[src/rtl/seq_det_pkg.sv]
// Shared types and defaults for the parametrised serial pattern detector.
package seq_det_pkg;

  localparam int unsigned SEQ_DET_MAX_LEN_DEFAULT = 8;

  typedef enum logic [1:0] {
    S_UNCFG,
    S_FILL,
    S_RUN
  } seq_det_state_t;

endpackage

[src/rtl/seq_det_sat_cnt.sv]
// Saturating up-counter with synchronous clear; clear takes priority.
module seq_det_sat_cnt #(
  parameter int unsigned W = 16
) (
  input  logic         clk,
  input  logic         rst,
  input  logic         clr,
  input  logic         inc,
  output logic [W-1:0] cnt
);

  // Count up on inc, stick at all-ones.
  always_ff @(posedge clk or negedge rst) begin
    if (!rst) begin
      cnt <= '0;
    end else if (clr) begin
      cnt <= '0;
    end else if (inc && (cnt != {W{1'b1}})) begin
      cnt <= cnt + W'(1);
    end
  end

endmodule

[src/rtl/seq_detector_param.sv]
// Run-time configurable serial bit-pattern detector with match counter.
module seq_detector_param
  import seq_det_pkg::*;
#(
  parameter int unsigned MAX_LEN = SEQ_DET_MAX_LEN_DEFAULT,
  parameter int unsigned CNT_W   = 16,
  parameter int unsigned LEN_W   = $clog2(MAX_LEN + 1)
) (
  input  logic               clk,
  input  logic               rst,
  input  logic               in_valid,
  input  logic               in_bit,
  input  logic               cfg_load,
  input  logic [MAX_LEN-1:0] cfg_pat,
  input  logic [LEN_W-1:0]   cfg_len,
  input  logic               cfg_overlap,
  input  logic               cfg_mealy,
  output logic               cfg_err,
  output logic               armed,
  output logic               match,
  output logic [CNT_W-1:0]   match_cnt
);

  seq_det_state_t state_q, state_d;

  logic [MAX_LEN-1:0] pat_q;
  logic [LEN_W-1:0]   len_q;
  logic               overlap_q;
  logic               mealy_q;
  logic [MAX_LEN-2:0] hist_q, hist_d;
  logic [LEN_W-1:0]   fill_q, fill_d;
  logic               armed_q;
  logic               cfg_err_q;
  logic               match_q;

  logic               cfg_ok_c;
  logic               fill_ok_c;
  logic [MAX_LEN-1:0] shifted_c;
  logic [MAX_LEN-1:0] mask_c;
  logic               hit_c;

  // Hit detection against the low len_q bits of history plus the new bit.
  always_comb begin
    cfg_ok_c  = (cfg_len != '0) && (cfg_len <= LEN_W'(MAX_LEN));
    shifted_c = {hist_q, in_bit};
    mask_c    = ~({MAX_LEN{1'b1}} << len_q);
    fill_ok_c = ({1'b0, fill_q} + (LEN_W + 1)'(1)) >= {1'b0, len_q};
    hit_c     = in_valid && !cfg_load && (state_q != S_UNCFG) && fill_ok_c &&
                (((shifted_c ^ pat_q) & mask_c) == '0);
  end

  // Next-state: a load wins over the stream bit; non-overlap hits restart the fill.
  always_comb begin
    state_d = state_q;
    hist_d  = hist_q;
    fill_d  = fill_q;
    if (cfg_load) begin
      if (cfg_ok_c) begin
        state_d = S_FILL;
        hist_d  = '0;
        fill_d  = '0;
      end
    end else if (in_valid && (state_q != S_UNCFG)) begin
      if (hit_c && !overlap_q) begin
        state_d = S_FILL;
        hist_d  = '0;
        fill_d  = '0;
      end else begin
        hist_d  = shifted_c[MAX_LEN-2:0];
        fill_d  = (fill_q == len_q) ? fill_q : fill_q + LEN_W'(1);
        state_d = (fill_d == len_q) ? S_RUN : S_FILL;
      end
    end
  end

  // FSM state, history and fill count.
  always_ff @(posedge clk or negedge rst) begin
    if (!rst) begin
      state_q <= S_UNCFG;
      hist_q  <= '0;
      fill_q  <= '0;
    end else begin
      state_q <= state_d;
      hist_q  <= hist_d;
      fill_q  <= fill_d;
    end
  end

  // Configuration registers, updated only by a legal load.
  always_ff @(posedge clk or negedge rst) begin
    if (!rst) begin
      pat_q     <= '0;
      len_q     <= '0;
      overlap_q <= 1'b0;
      mealy_q   <= 1'b0;
    end else if (cfg_load && cfg_ok_c) begin
      pat_q     <= cfg_pat;
      len_q     <= cfg_len;
      overlap_q <= cfg_overlap;
      mealy_q   <= cfg_mealy;
    end
  end

  // Registered status flags and Moore match; a load forces hit_c low, clearing match_q.
  always_ff @(posedge clk or negedge rst) begin
    if (!rst) begin
      armed_q   <= 1'b0;
      cfg_err_q <= 1'b0;
      match_q   <= 1'b0;
    end else begin
      armed_q   <= armed_q || (cfg_load && cfg_ok_c);
      cfg_err_q <= cfg_load && !cfg_ok_c;
      match_q   <= hit_c && !mealy_q;
    end
  end

  seq_det_sat_cnt #(
    .W (CNT_W)
  ) u_cnt (
    .clk (clk),
    .rst (rst),
    .clr (cfg_load && cfg_ok_c),
    .inc (hit_c),
    .cnt (match_cnt)
  );

  assign match   = mealy_q ? hit_c : match_q;
  assign armed   = armed_q;
  assign cfg_err = cfg_err_q;

endmodule
[config.mk]
export PLATFORM = sky130hd
export DESIGN_NAME = seq_detector_param
export DESIGN_NICKNAME = d
export VERILOG_FILES = /design/src/rtl/seq_det_pkg.sv /design/src/rtl/seq_det_sat_cnt.sv /design/src/rtl/seq_detector_param.sv
export SDC_FILE = /design/constraint.sdc
export NUM_CORES = 1
export LEC_CHECK = 0
export ABC_AREA = 1
export CAP_MARGIN = 15
export CORE_MARGIN = 5
export CORE_UTILIZATION = 45
export DETAILED_ROUTE_END_ITERATION = 8
export GPL_TIMING_DRIVEN = 0
export PLACE_DENSITY = 0.68
export SYNTH_ARGS = -nofsm -noshare
export SYNTH_HDL_FRONTEND = slang
export SYNTH_SLANG_ARGS = --single-unit
[constraint.sdc]
create_clock -name clk -period 5.9 [get_ports clk]
set_clock_uncertainty 0.15 [all_clocks]
set_input_delay 0.59 -clock clk [delete_from_list [all_inputs] [get_ports clk]]
set_output_delay 0.59 -clock clk [all_outputs]
set_load 0.05 [all_outputs]
======== Word-level counts from Yosys, hierarchy flattened ========
Index checks and enable logic that the tools add are counted.
cells by class
  add/sub/neg operators ................... 3
  bitwise gates (word level) .............. 3
  equality and inequality tests ........... 4
  mux-type cells .......................... 17
  shift-type cells ........................ 1
  magnitude comparators ................... 2
  reduce and logical (&&, ||, !) cells .... 22
operator list
  kind                                                                      number
  16-bit two-way mux                                                        2
  7-bit two-way mux                                                         4
  4-bit two-way mux                                                         5
  16-bit by 1-bit adder with 16-bit output (second input constant)          1
  16-bit inequality test (second input constant)                            1
  1-bit logical AND                                                         11
  2-bit two-way mux                                                         5
  8-bit AND                                                                 1
  4-bit == test                                                             2
  8-bit zero test                                                           1
  8-bit NOT                                                                 1
  8-bit by 4-bit left shift with 8-bit output (first input constant)        1
  8-bit bitwise XOR                                                         1
  2-bit nonzero test                                                        3
  4-bit by 1-bit adder with 5-bit output (second input constant)            1
  5-bit by 4-bit >= comparator with 1-bit output                            1
  4-bit by 1-bit adder with 4-bit output (second input constant)            1
  4-bit <= comparator (second input constant)                               1
  1-bit zero test                                                           4
  4-bit nonzero test                                                        1
  2-bit by 1-bit inequality test with 1-bit output (second input constant)  1
  2-bit AND reduction                                                       1
  1-bit logical OR                                                          1
  1-bit two-way mux                                                         1
word-level totals
  register bits ........................... 46
  output and inout bits ................... 19
  bits of input ports ..................... 19

======== Depth between registers and ports, before layout ========
  word-level depth ........................ 9
  depth in mapped cells ................... 15

======== By module ========
Synthesis repeated with hierarchy kept, for this count alone.
second synthesis, totals
  cells, all modules ...................... 393
  area total of the unflattened synthesis .. 2801.4 µm²
modules (own cells, without submodules)
  module              instances  area an instance (µm²)  seq. area each (µm²)  cells each
  seq_detector_param  1          1764.2                  750.7                 249
  seq_det_sat_cnt     1          1037.2                  400.4                 144

======== Worst setup path after synthesis ========
OpenSTA, ideal clock, no wires.
  kind .................................... register to output
  start point ............................. reg fill_q[0]
  end point ............................... out match
  buffers on the path ..................... 0
  slack ................................... 2853 ps
  data arrival time ....................... 2307 ps
  cell stages (with the launch flop) ...... 10
  required time ........................... 5160 ps
  cells stage by stage .................... dfrtp_1 > ha_1 > xor2_1 > ha_1 > nand2_1 > nor2_1 > nand2_1 > nand4_1 > nand3_2 > a21oi_1
on the way
  longest elaborated chain between the ends .. 5
ends and longest elaborated chain
  element                                         RTL line                   text
  from (decl)                                     seq_detector_param.sv:31   logic [LEN_W-1:0] fill_q, fill_d;
  from (signal assigned)                          seq_detector_param.sv:85   fill_q <= fill_d;
  4-bit by 1-bit adder with 5-bit output          seq_detector_param.sv:47   fill_ok_c = ({1'b0, fill_q} + (LEN_W + 1)'(1)) >= {1'b0, len_q};
  5-bit by 4-bit >= comparator with 1-bit output  seq_detector_param.sv:47
  1-bit logical AND (2 in series)                 seq_detector_param.sv:48   hit_c = in_valid && !cfg_load && (state_q != S_UNCFG) && fill_ok_c &&
  1-bit two-way mux                               seq_detector_param.sv:127  assign match = mealy_q ? hit_c : match_q;
  to (decl)                                       seq_detector_param.sv:20   output logic match,
Every way passes these cells.

======== Worst setup path after layout ========
Same ends and word-level chain as after synthesis.

==> impl_metrics.py <==
metrics = {
    "status": {
        "status": "finished clean",
    },
    "grt": {
        "grt_pass1_vias": 2375,
        "grt_max_degree": 37,
        "grt-ovfl-total": 0,
        "track_usage_pct": 17.9,
        "grt_pass1_wl_mm": 11.3,
        "antenna_found_initial": 0,
    },
    "timing": {
        "layout_setup_ws_ps": 2090,
        "worstMarginPinSlew_ps": 502,
        "min_period_over_period_pct": 64.6,
        "period_minus_slack_ps": 3810,
        "max_slew_margin_pct": 66.5,
        "fmax_mhz": 262,
        "tns_ps": 0,
        "setup-violations-final": 0,
        "rsz0062_at_grt": "false",
        "hold_viol": 0,
        "slew_viol_final": 0,
        "timing.hold.ws_ps": 7.96,
    },
    "cts": {
        "cts_buffer_depth": 2,
        "cts_buffers": 5,
        "cts.reportedPaths.clkPinSlew_ps": 90,
        "clk_latency_ps": 300,
        "htreeDepth": 2,
        "cts_setup_buffers": 0,
        "cts_tree": "built",
        "clock-sinks": 46,
        "cts_hold_buf": 0,
        "cts_root_buffer": "clkbuf_8",
        "cts_resized": 0,
    },
    "setup_path": {
        "crit_required_ps": 5160,
        "cp-start-kind": "register",
        "r2r_cells": 14,
        "cp_max_fo": 6,
        "crit_path_end_kind": "output pin",
        "arrival_ps": 3070,
        "criticalPathCategory": "reg -> out",
    },
    "final_layout": {
        "drive_above_1_share_pct": 11.0,
        "final_cell_area_sq_um": 3430,
        "diodes": 0,
        "nets": 444,
        "area_delta_synth_final_pct": 20.8,
    },
    "detailed_routing": {
        "ant_nets": 0,
        "vias_per_cell": 5.11,
        "wl_mm": 6.67,
        "wl_per_cell_um": 13.4,
        "drcViolationCount": 0,
        "first_pass_iters": 4,
        "num_vias": 2542,
        "drtIter0Drc": 136,
    },
    "logic_synthesis": {
        "ys.flop_type": "dfrtp_1",
        "ys_seq_area_share_pct": 40.5,
        "ys_types": 30,
        "netlist.area_leader.share_pct": 40.5,
        "yosysWarnings": 0,
        "synth_fp_nets": 399,
        "ys_ff_latch": 46,
        "netlist_area_sq_um": 2840,
        "syn_avg_cell_area_sq_um": 7.60,
        "synthTopCellsByArea": "dfrtp_1, nand2_1, nand3_1",
        "netlist_instances": 374,
        "synth_top_area_cell": "dfrtp_1",
        "synth-edff-count": 0,
        "async_reset_ff_share_pct": 100,
    },
    "power": {
        "swShare_pct": 39.0,
        "seq_power_share_pct": 38.6,
        "p_int_w": 0.000620,
        "pwr-share-comb_pct": 38.2,
        "p_leak_nw": 1.67,
        "ir_worst_vdd_uv": 170,
        "clockPowerShare_pct": 23.2,
        "power.density_nw_per_um2": 296,
        "switching_power_w": 0.000396,
    },
    "floorplanning": {
        "start_util_pct": 45.5,
        "placementRows": 29,
        "core_area_sq_um": 6240,
        "fp.dieArea_sq_um": 8000,
        "die_w_um": 89.5,
        "die_h_um": 89.5,
        "io_pins": 38,
    },
    "flow_run": {
        "drv_cap": 0,
    },
    "placement": {
        "gp_congestion": 0.879,
        "dp_hpwl_mm": 4.99,
        "place_area_sq_um": 3320,
        "io_buffers": 37,
        "place_ws_ps": 2340,
    },
    "worst_hold_path": {
        "hp-class": "in -> async",
    },
}
## metrics by stage
step	util [%]	instances	power, W
after detailed placement	53.2	489	0.000784
after floorplan	-	374	0.000678
after global placement	53.0	488	0.000772
after CTS	55.0	497	0.00102
final	55.0	497	0.00102
after global routing	55.0	497	0.00109
## cells in the mapped netlist, types with 3 or more instances
master,number
a21oi_1,3
buf_2,5
dfrtp_1,46
ha_1,6
inv_1,42
nand2_1,119
nand3_1,39
nand3_2,12
nand4_1,12
nor2_1,19
nor2_2,3
nor3_1,4
o21ai_0,20
o22ai_1,5
xnor2_1,6
xor2_1,12
## placed cells by master (no fill, tap or decap)
cell and n:
nor2_1 19, o21ai_2 2, clkdlybuf4s50_1 36, buf_2 6, nor4_1 2, nand3_1 39, inv_1 42, or2_2 2
o21bai_1 1, nand4_4 1, nor2_2 3, ha_1 6, buf_8 1, a21oi_1 3, nor3_2 1, nand2_1 119
clkbuf_1 1, nor3_1 4, nor2_4 2, xor2_1 12, nand2_2 2, nand4_1 12, buf_12 1, clkinv_2 1
xnor2_1 6, buf_6 1, nand3_2 12, bufinv_16 1, o21ai_0 20, nand2_4 2, dfrtp_1 46, buf_1 1
inv_2 2, clkinvlp_4 1, o22ai_1 5, clkbuf_8 5
## state kept, by name, summed over array words and instances, names as in the netlist
name and cells:
u_cnt.cnt 16, state_q 2, len_q 4, match_q 1
armed 1, hist_q 7, mealy_q 1, overlap_q 1
fill_q 4, pat_q 8, cfg_err 1
## final timing paths
path | from | endpoint | slack, ps
worst max-delay path | fill_q[0] | match | 2090
worst min-delay path | rst | pat_q[2] | 8
worst max register to register | fill_q[0] | u_cnt.cnt[13] | 3080
worst min register to register | armed | armed | 320
max in group asynchronous | rst | u_cnt.cnt[5] | 5110
min in group clk | armed | armed | 320
## layer usage
metal	wire length, um	global-route usage [%]	share of wire (%)
met5	0	0	0
met4	81	5.14	1.2
met3	286	2.76	4.3
met2	2860	26.3	43
met1	3440	27.3	52
## power groups by stage
stage               registers [W]  logic (W)  clock network [W]
floorplan                0.000399   0.000279                  0
global placement         0.000397   0.000375                  0
detailed placement       0.000397   0.000386                  0
CTS                      0.000391   0.000388           0.000240
global route             0.000398   0.000444           0.000249
finish                   0.000392   0.000388           0.000236
## logic make-up (layout without fill, tap and decap cells)
group | Yosys count | count (layout) | synth area share (%)
simple gates | 220 | 220 | 37.3
buf+inv | 53 | 99 | 7.93
flops | 46 | 46 | 40.5
compound gates | 31 | 31 | 6.03
xor+xnor | 18 | 18 | 5.55
fa+ha+maj | 6 | 6 | 2.64
## area by class of cell
cell class,instances,area [sq um]
Buffer,8,55.1
Clock buffer,6,72.6
Clock inverter,2,37.5
Fill cell,622,2810
Inverter,45,170
Multi-Input combinational cell,275,1470
Sequential cell,46,1150
Tap cell,77,96.3
Timing Repair Buffer,38,385
## critical path, cell delays in order, from the launching register on
cell and delay, ps:
dfrtp_1 450, ha_1 270, xor2_1 190, ha_1 340
nand2_1 70, nor2_1 100, nand2_1 50, nand4_1 160
nand3_2 150, a21oi_1 170, clkdlybuf4s50_1 820
Note: power is estimated with default switching activity, not from simulation.
